### src/rtl/hazard_ctrl_pkg.sv
// Shared types and constants for the MIPS hazard/sequencing controller.
// Holds register-address width, stage control encodings, md FSM states.
package hazard_ctrl_pkg;

    localparam int REG_AW      = 5;
    localparam int MUL_LAT_DEF = 5;
    localparam int DIV_LAT_DEF = 32;
    localparam int CNT_W_DEF   = 8;

    typedef enum logic [1:0] {
        MD_IDLE = 2'd0,
        MD_BUSY = 2'd1,
        MD_DONE = 2'd2
    } md_state_e;

    typedef struct packed {
        logic pc_en;
        logic if_id_en;
        logic if_id_flush;
        logic id_ex_flush;
    } stage_ctl_t;

    localparam stage_ctl_t CTL_RESET    = '{1'b0, 1'b0, 1'b1, 1'b1};
    localparam stage_ctl_t CTL_REDIRECT = '{1'b1, 1'b1, 1'b1, 1'b1};
    localparam stage_ctl_t CTL_STALL    = '{1'b0, 1'b0, 1'b0, 1'b1};
    localparam stage_ctl_t CTL_RUN      = '{1'b1, 1'b1, 1'b0, 1'b0};

    function automatic logic src_hit(
        input logic              use_r,
        input logic [REG_AW-1:0] src,
        input logic [REG_AW-1:0] dst
    );
        return use_r && (src == dst);
    endfunction

endpackage

### src/rtl/hazard_ctrl_if.sv
// ID/EX hazard inputs and stage-control outputs of the hazard controller.
// master = pipeline datapath side, slave = hazard_ctrl side.
interface hazard_ctrl_if;
    import hazard_ctrl_pkg::*;

    logic [REG_AW-1:0] rs_D;
    logic [REG_AW-1:0] rt_D;
    logic              use_rs_D;
    logic              use_rt_D;
    logic              md_use_D;
    logic [REG_AW-1:0] rd_E;
    logic              reg_write_E;
    logic              mem_to_reg_E;
    logic              md_start_E;
    logic              md_is_div_E;
    logic              redirect_E;

    logic              pc_en;
    logic              if_id_en;
    logic              if_id_flush;
    logic              id_ex_flush;
    logic              md_busy;
    logic              md_done;
    logic [31:0]       stall_cnt;

    modport master (
        output rs_D, rt_D, use_rs_D, use_rt_D, md_use_D,
        output rd_E, reg_write_E, mem_to_reg_E,
        output md_start_E, md_is_div_E, redirect_E,
        input  pc_en, if_id_en, if_id_flush, id_ex_flush,
        input  md_busy, md_done, stall_cnt
    );

    modport slave (
        input  rs_D, rt_D, use_rs_D, use_rt_D, md_use_D,
        input  rd_E, reg_write_E, mem_to_reg_E,
        input  md_start_E, md_is_div_E, redirect_E,
        output pc_en, if_id_en, if_id_flush, id_ex_flush,
        output md_busy, md_done, stall_cnt
    );

endinterface

### src/rtl/hazard_ctrl_md_busy_timer.sv
// Mult/div occupancy timer: IDLE -> BUSY (LAT-1 cycles) -> DONE pulse.
// Ports: clk, reset (sync high), start, is_div -> busy, done.
module md_busy_timer
    import hazard_ctrl_pkg::*;
#(
    parameter int MUL_LAT = MUL_LAT_DEF,
    parameter int DIV_LAT = DIV_LAT_DEF,
    parameter int CNT_W   = CNT_W_DEF
) (
    input  logic clk,
    input  logic reset,
    input  logic start,
    input  logic is_div,
    output logic busy,
    output logic done
);

    localparam logic [CNT_W-1:0] MUL_LOAD = CNT_W'(MUL_LAT - 1);
    localparam logic [CNT_W-1:0] DIV_LOAD = CNT_W'(DIV_LAT - 1);
    localparam logic [CNT_W-1:0] CNT_ONE  = CNT_W'(1);

    md_state_e        state_q, state_d;
    logic [CNT_W-1:0] cnt_q, cnt_d;
    logic [CNT_W-1:0] load_val;

    assign load_val = is_div ? DIV_LOAD : MUL_LOAD;

    always_ff @(posedge clk) begin
        if (reset) begin
            state_q <= MD_IDLE;
            cnt_q   <= '0;
        end else begin
            state_q <= state_d;
            cnt_q   <= cnt_d;
        end
    end

    // A start seen while BUSY is dropped; decode stalls prevent it.
    always_comb begin
        state_d = state_q;
        cnt_d   = cnt_q;
        unique case (state_q)
            MD_IDLE: begin
                if (start) begin
                    state_d = MD_BUSY;
                    cnt_d   = load_val;
                end
            end
            MD_BUSY: begin
                if (cnt_q == CNT_ONE) begin
                    state_d = MD_DONE;
                    cnt_d   = '0;
                end else begin
                    cnt_d = cnt_q - CNT_ONE;
                end
            end
            MD_DONE: begin
                if (start) begin
                    state_d = MD_BUSY;
                    cnt_d   = load_val;
                end else begin
                    state_d = MD_IDLE;
                end
            end
            default: begin
                state_d = MD_IDLE;
                cnt_d   = '0;
            end
        endcase
    end

    assign busy = (state_q == MD_BUSY);
    assign done = (state_q == MD_DONE);

    a_no_start_busy: assert property (
        @(posedge clk) disable iff (reset)
        !(start && state_q == MD_BUSY)
    );

endmodule

### src/rtl/hazard_ctrl.sv
// Hazard controller: load-use / md stalls, EX redirect squash, stall count.
// Ports: clk, reset (sync high), hz (slave: ID/EX info in, stage ctl out).
module hazard_ctrl
    import hazard_ctrl_pkg::*;
#(
    parameter int MUL_LAT = MUL_LAT_DEF,
    parameter int DIV_LAT = DIV_LAT_DEF,
    parameter int CNT_W   = CNT_W_DEF
) (
    input  logic         clk,
    input  logic         reset,
    hazard_ctrl_if.slave hz
);

    logic        load_use;
    logic        md_stall;
    logic        stall;
    logic        stall_take;
    logic        md_busy;
    logic        md_done;
    stage_ctl_t  ctl;
    logic [31:0] stall_cnt_q;

    md_busy_timer #(
        .MUL_LAT (MUL_LAT),
        .DIV_LAT (DIV_LAT),
        .CNT_W   (CNT_W)
    ) u_md_timer (
        .clk    (clk),
        .reset  (reset),
        .start  (hz.md_start_E),
        .is_div (hz.md_is_div_E),
        .busy   (md_busy),
        .done   (md_done)
    );

    // r0 is hardwired zero, so a load to it never hazards.
    assign load_use = hz.reg_write_E && hz.mem_to_reg_E &&
                      (hz.rd_E != '0) &&
                      (src_hit(hz.use_rs_D, hz.rs_D, hz.rd_E) ||
                       src_hit(hz.use_rt_D, hz.rt_D, hz.rd_E));

    // An md op entering the unit this cycle also blocks the next one.
    assign md_stall = hz.md_use_D && (md_busy || hz.md_start_E);
    assign stall    = load_use || md_stall;

    always_comb begin
        ctl        = CTL_RUN;
        stall_take = 1'b0;
        priority case (1'b1)
            reset:         ctl = CTL_RESET;
            hz.redirect_E: ctl = CTL_REDIRECT;
            stall: begin
                ctl        = CTL_STALL;
                stall_take = 1'b1;
            end
            default:       ctl = CTL_RUN;
        endcase
    end

    always_ff @(posedge clk) begin
        if (reset) begin
            stall_cnt_q <= '0;
        end else if (stall_take && (stall_cnt_q != '1)) begin
            stall_cnt_q <= stall_cnt_q + 32'd1;
        end
    end

    assign hz.pc_en       = ctl.pc_en;
    assign hz.if_id_en    = ctl.if_id_en;
    assign hz.if_id_flush = ctl.if_id_flush;
    assign hz.id_ex_flush = ctl.id_ex_flush;
    assign hz.md_busy     = md_busy;
    assign hz.md_done     = md_done;
    assign hz.stall_cnt   = stall_cnt_q;

endmodule

### src/flat_wrapper.sv
// flat-port wrapper written by rule: the top's interface ports become plain ports
module hazard_ctrl_flat import hazard_ctrl_pkg::*;
#(
    parameter int MUL_LAT = MUL_LAT_DEF,
    parameter int DIV_LAT = DIV_LAT_DEF,
    parameter int CNT_W   = CNT_W_DEF
)
  (clk, reset, hz_rs_D, hz_rt_D, hz_use_rs_D, hz_use_rt_D, hz_md_use_D, hz_rd_E, hz_reg_write_E, hz_mem_to_reg_E, hz_md_start_E, hz_md_is_div_E, hz_redirect_E, hz_pc_en, hz_if_id_en, hz_if_id_flush, hz_id_ex_flush, hz_md_busy, hz_md_done, hz_stall_cnt);
  hazard_ctrl_if hz_i ();
  input  logic clk;
  input  logic reset;
  input wire logic [$bits(hz_i.rs_D)-1:0] hz_rs_D;
  input wire logic [$bits(hz_i.rt_D)-1:0] hz_rt_D;
  input wire logic [$bits(hz_i.use_rs_D)-1:0] hz_use_rs_D;
  input wire logic [$bits(hz_i.use_rt_D)-1:0] hz_use_rt_D;
  input wire logic [$bits(hz_i.md_use_D)-1:0] hz_md_use_D;
  input wire logic [$bits(hz_i.rd_E)-1:0] hz_rd_E;
  input wire logic [$bits(hz_i.reg_write_E)-1:0] hz_reg_write_E;
  input wire logic [$bits(hz_i.mem_to_reg_E)-1:0] hz_mem_to_reg_E;
  input wire logic [$bits(hz_i.md_start_E)-1:0] hz_md_start_E;
  input wire logic [$bits(hz_i.md_is_div_E)-1:0] hz_md_is_div_E;
  input wire logic [$bits(hz_i.redirect_E)-1:0] hz_redirect_E;
  output wire logic [$bits(hz_i.pc_en)-1:0] hz_pc_en;
  output wire logic [$bits(hz_i.if_id_en)-1:0] hz_if_id_en;
  output wire logic [$bits(hz_i.if_id_flush)-1:0] hz_if_id_flush;
  output wire logic [$bits(hz_i.id_ex_flush)-1:0] hz_id_ex_flush;
  output wire logic [$bits(hz_i.md_busy)-1:0] hz_md_busy;
  output wire logic [$bits(hz_i.md_done)-1:0] hz_md_done;
  output wire logic [$bits(hz_i.stall_cnt)-1:0] hz_stall_cnt;
  assign hz_i.rs_D = hz_rs_D;
  assign hz_i.rt_D = hz_rt_D;
  assign hz_i.use_rs_D = hz_use_rs_D;
  assign hz_i.use_rt_D = hz_use_rt_D;
  assign hz_i.md_use_D = hz_md_use_D;
  assign hz_i.rd_E = hz_rd_E;
  assign hz_i.reg_write_E = hz_reg_write_E;
  assign hz_i.mem_to_reg_E = hz_mem_to_reg_E;
  assign hz_i.md_start_E = hz_md_start_E;
  assign hz_i.md_is_div_E = hz_md_is_div_E;
  assign hz_i.redirect_E = hz_redirect_E;
  assign hz_pc_en = hz_i.pc_en;
  assign hz_if_id_en = hz_i.if_id_en;
  assign hz_if_id_flush = hz_i.if_id_flush;
  assign hz_id_ex_flush = hz_i.id_ex_flush;
  assign hz_md_busy = hz_i.md_busy;
  assign hz_md_done = hz_i.md_done;
  assign hz_stall_cnt = hz_i.stall_cnt;
  hazard_ctrl #(.MUL_LAT(MUL_LAT), .DIV_LAT(DIV_LAT), .CNT_W(CNT_W)) u_core (.clk(clk), .reset(reset), .hz(hz_i));
endmodule
### config.mk
export PLATFORM = sky130hd
export DESIGN_NAME = hazard_ctrl_flat
export DESIGN_NICKNAME = d
export VERILOG_FILES = /design/src/rtl/hazard_ctrl_pkg.sv /design/src/rtl/hazard_ctrl_if.sv /design/src/rtl/hazard_ctrl_md_busy_timer.sv /design/src/rtl/hazard_ctrl.sv /design/src/flat_wrapper.sv
export SDC_FILE = /design/constraint.sdc
export NUM_CORES = 1
export LEC_CHECK = 0
export BUFFER_PORTS_ARGS = -buffer_cell sky130_fd_sc_hd__buf_2
export CORE_ASPECT_RATIO = 1.1
export CORE_MARGIN = 4
export CORE_UTILIZATION = 59
export CTS_BUF_LIST = sky130_fd_sc_hd__clkbuf_4
export DETAILED_ROUTE_END_ITERATION = 6
export GPL_ROUTABILITY_DRIVEN = 0
export GPL_TIMING_DRIVEN = 0
export PLACE_DENSITY_LB_ADDON = 0.25
export SYNTH_ARGS = -nofsm -noshare
export SYNTH_HDL_FRONTEND = slang
export SYNTH_SLANG_ARGS = --single-unit
### constraint.sdc
create_clock -name clk -period 5.1 [get_ports clk]
set_input_delay 0.51 -clock clk [delete_from_list [all_inputs] [get_ports clk]]
set_output_delay 0.51 -clock clk [all_outputs]
set_load 0.02 [all_outputs]
# Word-level counts from Yosys, hierarchy flattened
# Index checks and enable logic that the tools add are counted.
# classes
n_addsub,2
eq_ne,9
muxes,14
n_reduce_logical,14
# ops
cell,count
"32-bit by 1-bit adder with 32-bit output, second input constant",1
"32-bit inequality test, second input constant",1
8-bit 2-to-1 mux,2
8-bit case mux with 2 select lines,1
4-bit 2-to-1 mux,3
5-bit == test,2
"8-bit by 1-bit == test with 1-bit output, second input constant",1
"8-bit by 1-bit subtractor with 8-bit output, second input constant",1
1-bit logical AND,7
2-bit case mux with 3 select lines,1
5-bit 2-to-1 mux,1
5-bit nonzero test,1
1-bit 2-to-1 mux,4
2-bit 2-to-1 mux,2
"2-bit inequality test, second input constant",2
1-bit logical OR,3
"2-bit by 1-bit == test with 1-bit output, second input constant",1
"2-bit == test, second input constant",1
2-bit zero test,1
"2-bit by 1-bit inequality test with 1-bit output, second input constant",1
2-bit AND reduction,1
2-bit OR reduction,1
# word_totals
reg_bits,42
inputBits,25
output_inout_bits,38
wordCells,42

# Depth between registers and ports, before layout
# logic_depth
depth_word,9
depth_mapped,10
ltp_nobuf,7

# Modules after synthesis
# Synthesis repeated with hierarchy kept, for this count alone.
# unflattened
cells_unflattened,314
hier_area_um2,2616.3
# by_module_without_submodules
mod,n_inst,cells_per_inst,area_each_um2,seq_area_each_um2
hazard_ctrl,1,244,2035.7,640.6
md_busy_timer,1,70,580.6,200.2

# Worst setup path after synthesis
# Ideal clock, no wire load.
# synth_timing
kind,input to output
startpoint,input hz_rd_E[1]
endpoint,output hz_pc_en
arrival_time_ns,1.920
required_time_ns,4.590
path_slack_ns,2.670
stages,6
n_path_buf,1
cell_sequence,or3_1 > o311a_1 > a21oi_1 > nor2_1 > nor2_1 > buf_4
# synth_between
elab_chain_cells,8
word_cells_on_any_way,12
classes_between,2 x eq/ne; 3 x mux; 7 x reduce/logical
# synth_rtl
element,line,text
start: declaration,flat_wrapper.sv:17,input wire logic [$bits(hz_i.rd_E)-1:0] hz_rd_E;
5-bit == test,hazard_ctrl_pkg.sv:33,return use_r && (src == dst);
1-bit logical AND,hazard_ctrl_pkg.sv:33,
1-bit logical OR,hazard_ctrl.sv:40,"(src_hit(hz.use_rs_D, hz.rs_D, hz.rd_E) ||"
1-bit logical AND (*),hazard_ctrl.sv:39,(hz.rd_E != '0) &&
1-bit logical OR (*),hazard_ctrl.sv:45,assign stall = load_use || md_stall;
4-bit 2-to-1 mux (*) (3 in series),hazard_ctrl.sv:50,priority case (1'b1)
end: declaration,flat_wrapper.sv:23,output wire logic [$bits(hz_i.pc_en)-1:0] hz_pc_en;
# Every way passes the cells marked *; elsewhere a longest branch is shown, timed or not.

# Worst setup path after layout
# Same ends and word-level chain as after synthesis.

==> flow_metrics.py <==
metrics = {
    "hold_path": {
        "hold_start": "u_core.u_md_timer.cnt_q[7]$_SDFFE_PP0P_",
        "whs_endpoint": "u_core.u_md_timer.cnt_q[7]$_SDFFE_PP0P_",
        "hp-class": "register to register",
        "holdPathStages": 2,
    },
    "setup_path": {
        "cp_slowest_cell": "or3_1",
        "critPathKind": "primary input to output port",
        "cp-end-kind": "output port",
        "path_buf_inv": 3,
        "timing.critical_path.cells": "buf_2 > or3_1 > o311a_1 > a21oi_1 > nor2_1 > nor2_1 > buf_4 > buf_2",
        "timing.rr.end": "u_core.hz.stall_cnt[15]$_SDFFE_PP0P_",
        "crit-reg2reg-launch": "u_core.u_md_timer.state_q[0]$_SDFFE_PP0P_",
        "worst_path_largest_cell_delay_ps": 360,
        "ff2ff_path_depth": 9,
        "worstPathRequired_ps": 4590,
        "worstSetupStartpointType": "primary input",
        "timing.reg2reg.setup_slack_ps": 2790,
        "worst-path-max-fanout": 3,
        "critPathTopFamily": "simple AND/OR/NAND/NOR gates",
        "data_arrival_time_of_the_critical_path_ps": 1990,
    },
    "sta": {
        "fin_skew_ps": 19.8,
        "grt_setup_unrepaired": "false",
        "worst_slew_margin_rel_pct": 64.6,
        "sum_of_negative_setup_slack_ps": 0,
        "min_period_ps": 2500,
        "timing_max_transition_violations_final": 0,
        "finalSetupViolations": 0,
        "fraction_of_the_cycle_the_final_worst_path_needs_pct": 49.1,
        "hold_viol_final": 0,
        "tightestPinTransition_ps": 532,
        "clock.fmax_mhz": 400,
    },
    "clock_tree": {
        "tritoncts": "done",
        "clkLatencyLatePin_ps": 370,
        "postCtsSetupRepairBufs": 0,
        "tritoncts_num_sinks": 42,
        "cts-root-to-sink-buffers": 2,
        "cts.clk_slew.worst_paths_ps": 130,
        "clk_root_buffer_cell": "clkbuf_4",
        "postCtsHoldBufs": 0,
        "numCtsBuffers": 5,
        "cts.repair.resized": 0,
        "h-tree-depth": 2,
    },
    "die": {
        "core_region_area_sq_um": 3740,
        "die_y_um": 74.3,
        "num_io_pins": 63,
        "chip_width_um": 68.3,
        "fp.dieArea_sq_um": 5070,
        "row_count": 23,
        "start_util_pct": 63.0,
    },
    "power": {
        "worst_ir_drop_vdd_uv": 158,
        "share_clk_of_total_power_pct": 27.2,
        "internal_power_mw": 0.430,
        "share_seq_of_total_power_pct": 56.7,
        "netSwitchingPower_mw": 0.176,
        "share_comb_of_total_power_pct": 16.1,
        "power.share.switching_pct": 29.0,
        "total_power_mw": 0.605,
        "power-per-cell-area_nw_per_um2": 218,
        "p_leak_nw": 1.07,
    },
    "synthesis": {
        "synth-edff-count": 0,
        "synthArstFlopShare_pct": 0,
        "synthesis.area_sq_um": 2360,
        "postSynth.topFlopCell": "dfxtp_1",
        "yosysWarnings": 0,
        "yosysUniqueCellTypes": 39,
        "synthesis.instances": 293,
        "syn-mean-instance-area_sq_um": 8.05,
        "synth_fp_nets": 321,
        "ys_ff_latch": 42,
        "part_of_the_yosys_area_used_for_sequential_elements_pct": 35.6,
    },
    "status": {
        "outcome": "finished, final reports clean",
    },
    "cells_and_area": {
        "layout_common_cells": "buf_2 (65), dfxtp_1 (42), nor2_1 (27), a21oi_1 (24)",
        "area.growth.synth_to_final_pct": 17.9,
        "final_cells": 412,
        "num-nets-final": 389,
        "antenna_cells_inserted": 0,
        "layout_commonest_cell": "buf_2",
        "drive_gt1_share_pct": 23.8,
        "postLayoutCoreUtil_pct": 74.3,
    },
    "place": {
        "place.port_buffers": 61,
        "dp.final_hpwl_um": 4590,
        "dp_cells": 404,
    },
    "global_routing": {
        "grt_antenna_before_repair": 0,
        "grtUsageTotal_pct": 25.7,
        "grt_pass1_vias": 2269,
        "globalRouteOverflowTotal": 0,
        "grt_first_pass_wirelength_um": 10000,
        "grt_start_max_net_pins": 14,
    },
    "detailed_routing": {
        "drt_drc_violations_left": 0,
        "dr_total_vias": 2509,
        "drt-initial-drc-count": 152,
        "first_pass_iters": 5,
        "finalWirelength_um": 6150,
        "detail-route-antenna-nets": 0,
        "vias_per_cell": 6.09,
        "post_drt_wl_per_cell_um": 14.9,
    },
    "job": {
        "number_of_max_cap_violations": 0,
    },
}
## cells by family after synthesis
group	share of synthesized area, %
and+or+nand+nor	31.7
AOI/OAI and AO/OA	15.2
DFF	35.7
buffers and inverters	4.35
xor gates and xnor gates	5.94
muxes	5.52
adders and majority gates	1.59
## synth_stat cells (2+ instances only)
library cell  instances  area share, %
ha_1                  3            1.6
nor3b_1               2           0.64
nor2b_1               8            2.1
nor2_1               27            4.3
buf_4                 2           0.64
inv_1                 9            1.4
nor4_1                7            1.9
mux2i_1               4            1.7
nor3_1               10            2.1
mux2_2                8            3.8
nand4_1              10            2.7
o22ai_1               2           0.53
or3_1                16            4.2
o21a_1                2           0.64
o21ai_0              16            3.4
o31ai_1               8            2.5
a21oi_1              24            5.1
o221ai_1              2           0.74
nand2b_1              5            1.3
xor2_1                3            1.1
nand3_2               2           0.85
clkbuf_1              8            1.3
nand2_1              15            2.4
xnor2_1              13            4.8
and3_1                4            1.1
nor4b_1               2           0.74
dfxtp_1              42             36
a22o_1                3            1.1
o22a_1                2           0.74
buf_2                 4           0.85
or4_1                 8            2.5
nand3_1              15            3.2
## routing by layer
layer  up-vias  global-route usage, %  routed length, um
li1       1211                      -                  -
met1      1176                   30.7               2340
met2       111                   45.1               3130
met3        11                   5.59                573
met4         0                   8.39                102
met5         -                      0                  0
## power groups by stage
stage          registers, mW  clock network (mW)  logic (mW)
2_1_floorplan          0.349                   0      0.0678
3_3_place_gp           0.350                   0      0.0945
3_5_place_dp           0.350                   0      0.0965
4_1_cts                0.343               0.168      0.0972
5_1_grt                0.344               0.183       0.108
6_report               0.343               0.165      0.0974
## registers in the layout, summed over array words and instances, names as in the netlist
signal and count:
u_core.u_md_timer.state_q 2, u_core.u_md_timer.cnt_q 8, u_core.hz.stall_cnt 32
## worst min-delay path, delay by kind of cell (launching register included)
| kind | cells | cell delay (ps) |
|---|---|---|
| flops | 1 | 340 |
| compound gates | 2 | 130 |
## how the worst max path moves through the flow
| stage | from | end | slack (ps) | cells after the start |
|---|---|---|---|---|
| global placement | hz_rd_E[1] | u_core.hz.stall_cnt[31]$_SDFFE_PP0P_ | 2550 | 8 |
| finish | hz_rd_E[1] | hz_pc_en | 2600 | 8 |
| floorplan | hz_rd_E[1] | hz_pc_en | 2670 | 6 |
| CTS | hz_rd_E[1] | hz_pc_en | 2610 | 8 |
| global route | hz_rd_E[1] | hz_pc_en | 2480 | 8 |
| detailed placement | hz_rd_E[4] | u_core.hz.stall_cnt[15]$_SDFFE_PP0P_ | 2480 | 8 |
## through the flow
stage	worst slack [ps]	hold WS, ps	area [sq um]
final	2600	498	2780
after floorplan	2670	453	2360
after global placement	2550	470	2730
after CTS	2610	500	2780
after detailed placement	2480	484	2730
after global routing	2480	533	2780
## cell type report
cell class	count	area [sq um]
plain buffers	14	65.1
clock buffers	5	37.5
clock inverters	3	16.3
fillers	325	961
inverters	10	37.5
multi-input cells	227	1420
flip-flops and latches	42	841
well taps	50	62.6
repair buffers	61	305
Power figures use the tool's default switching activity.
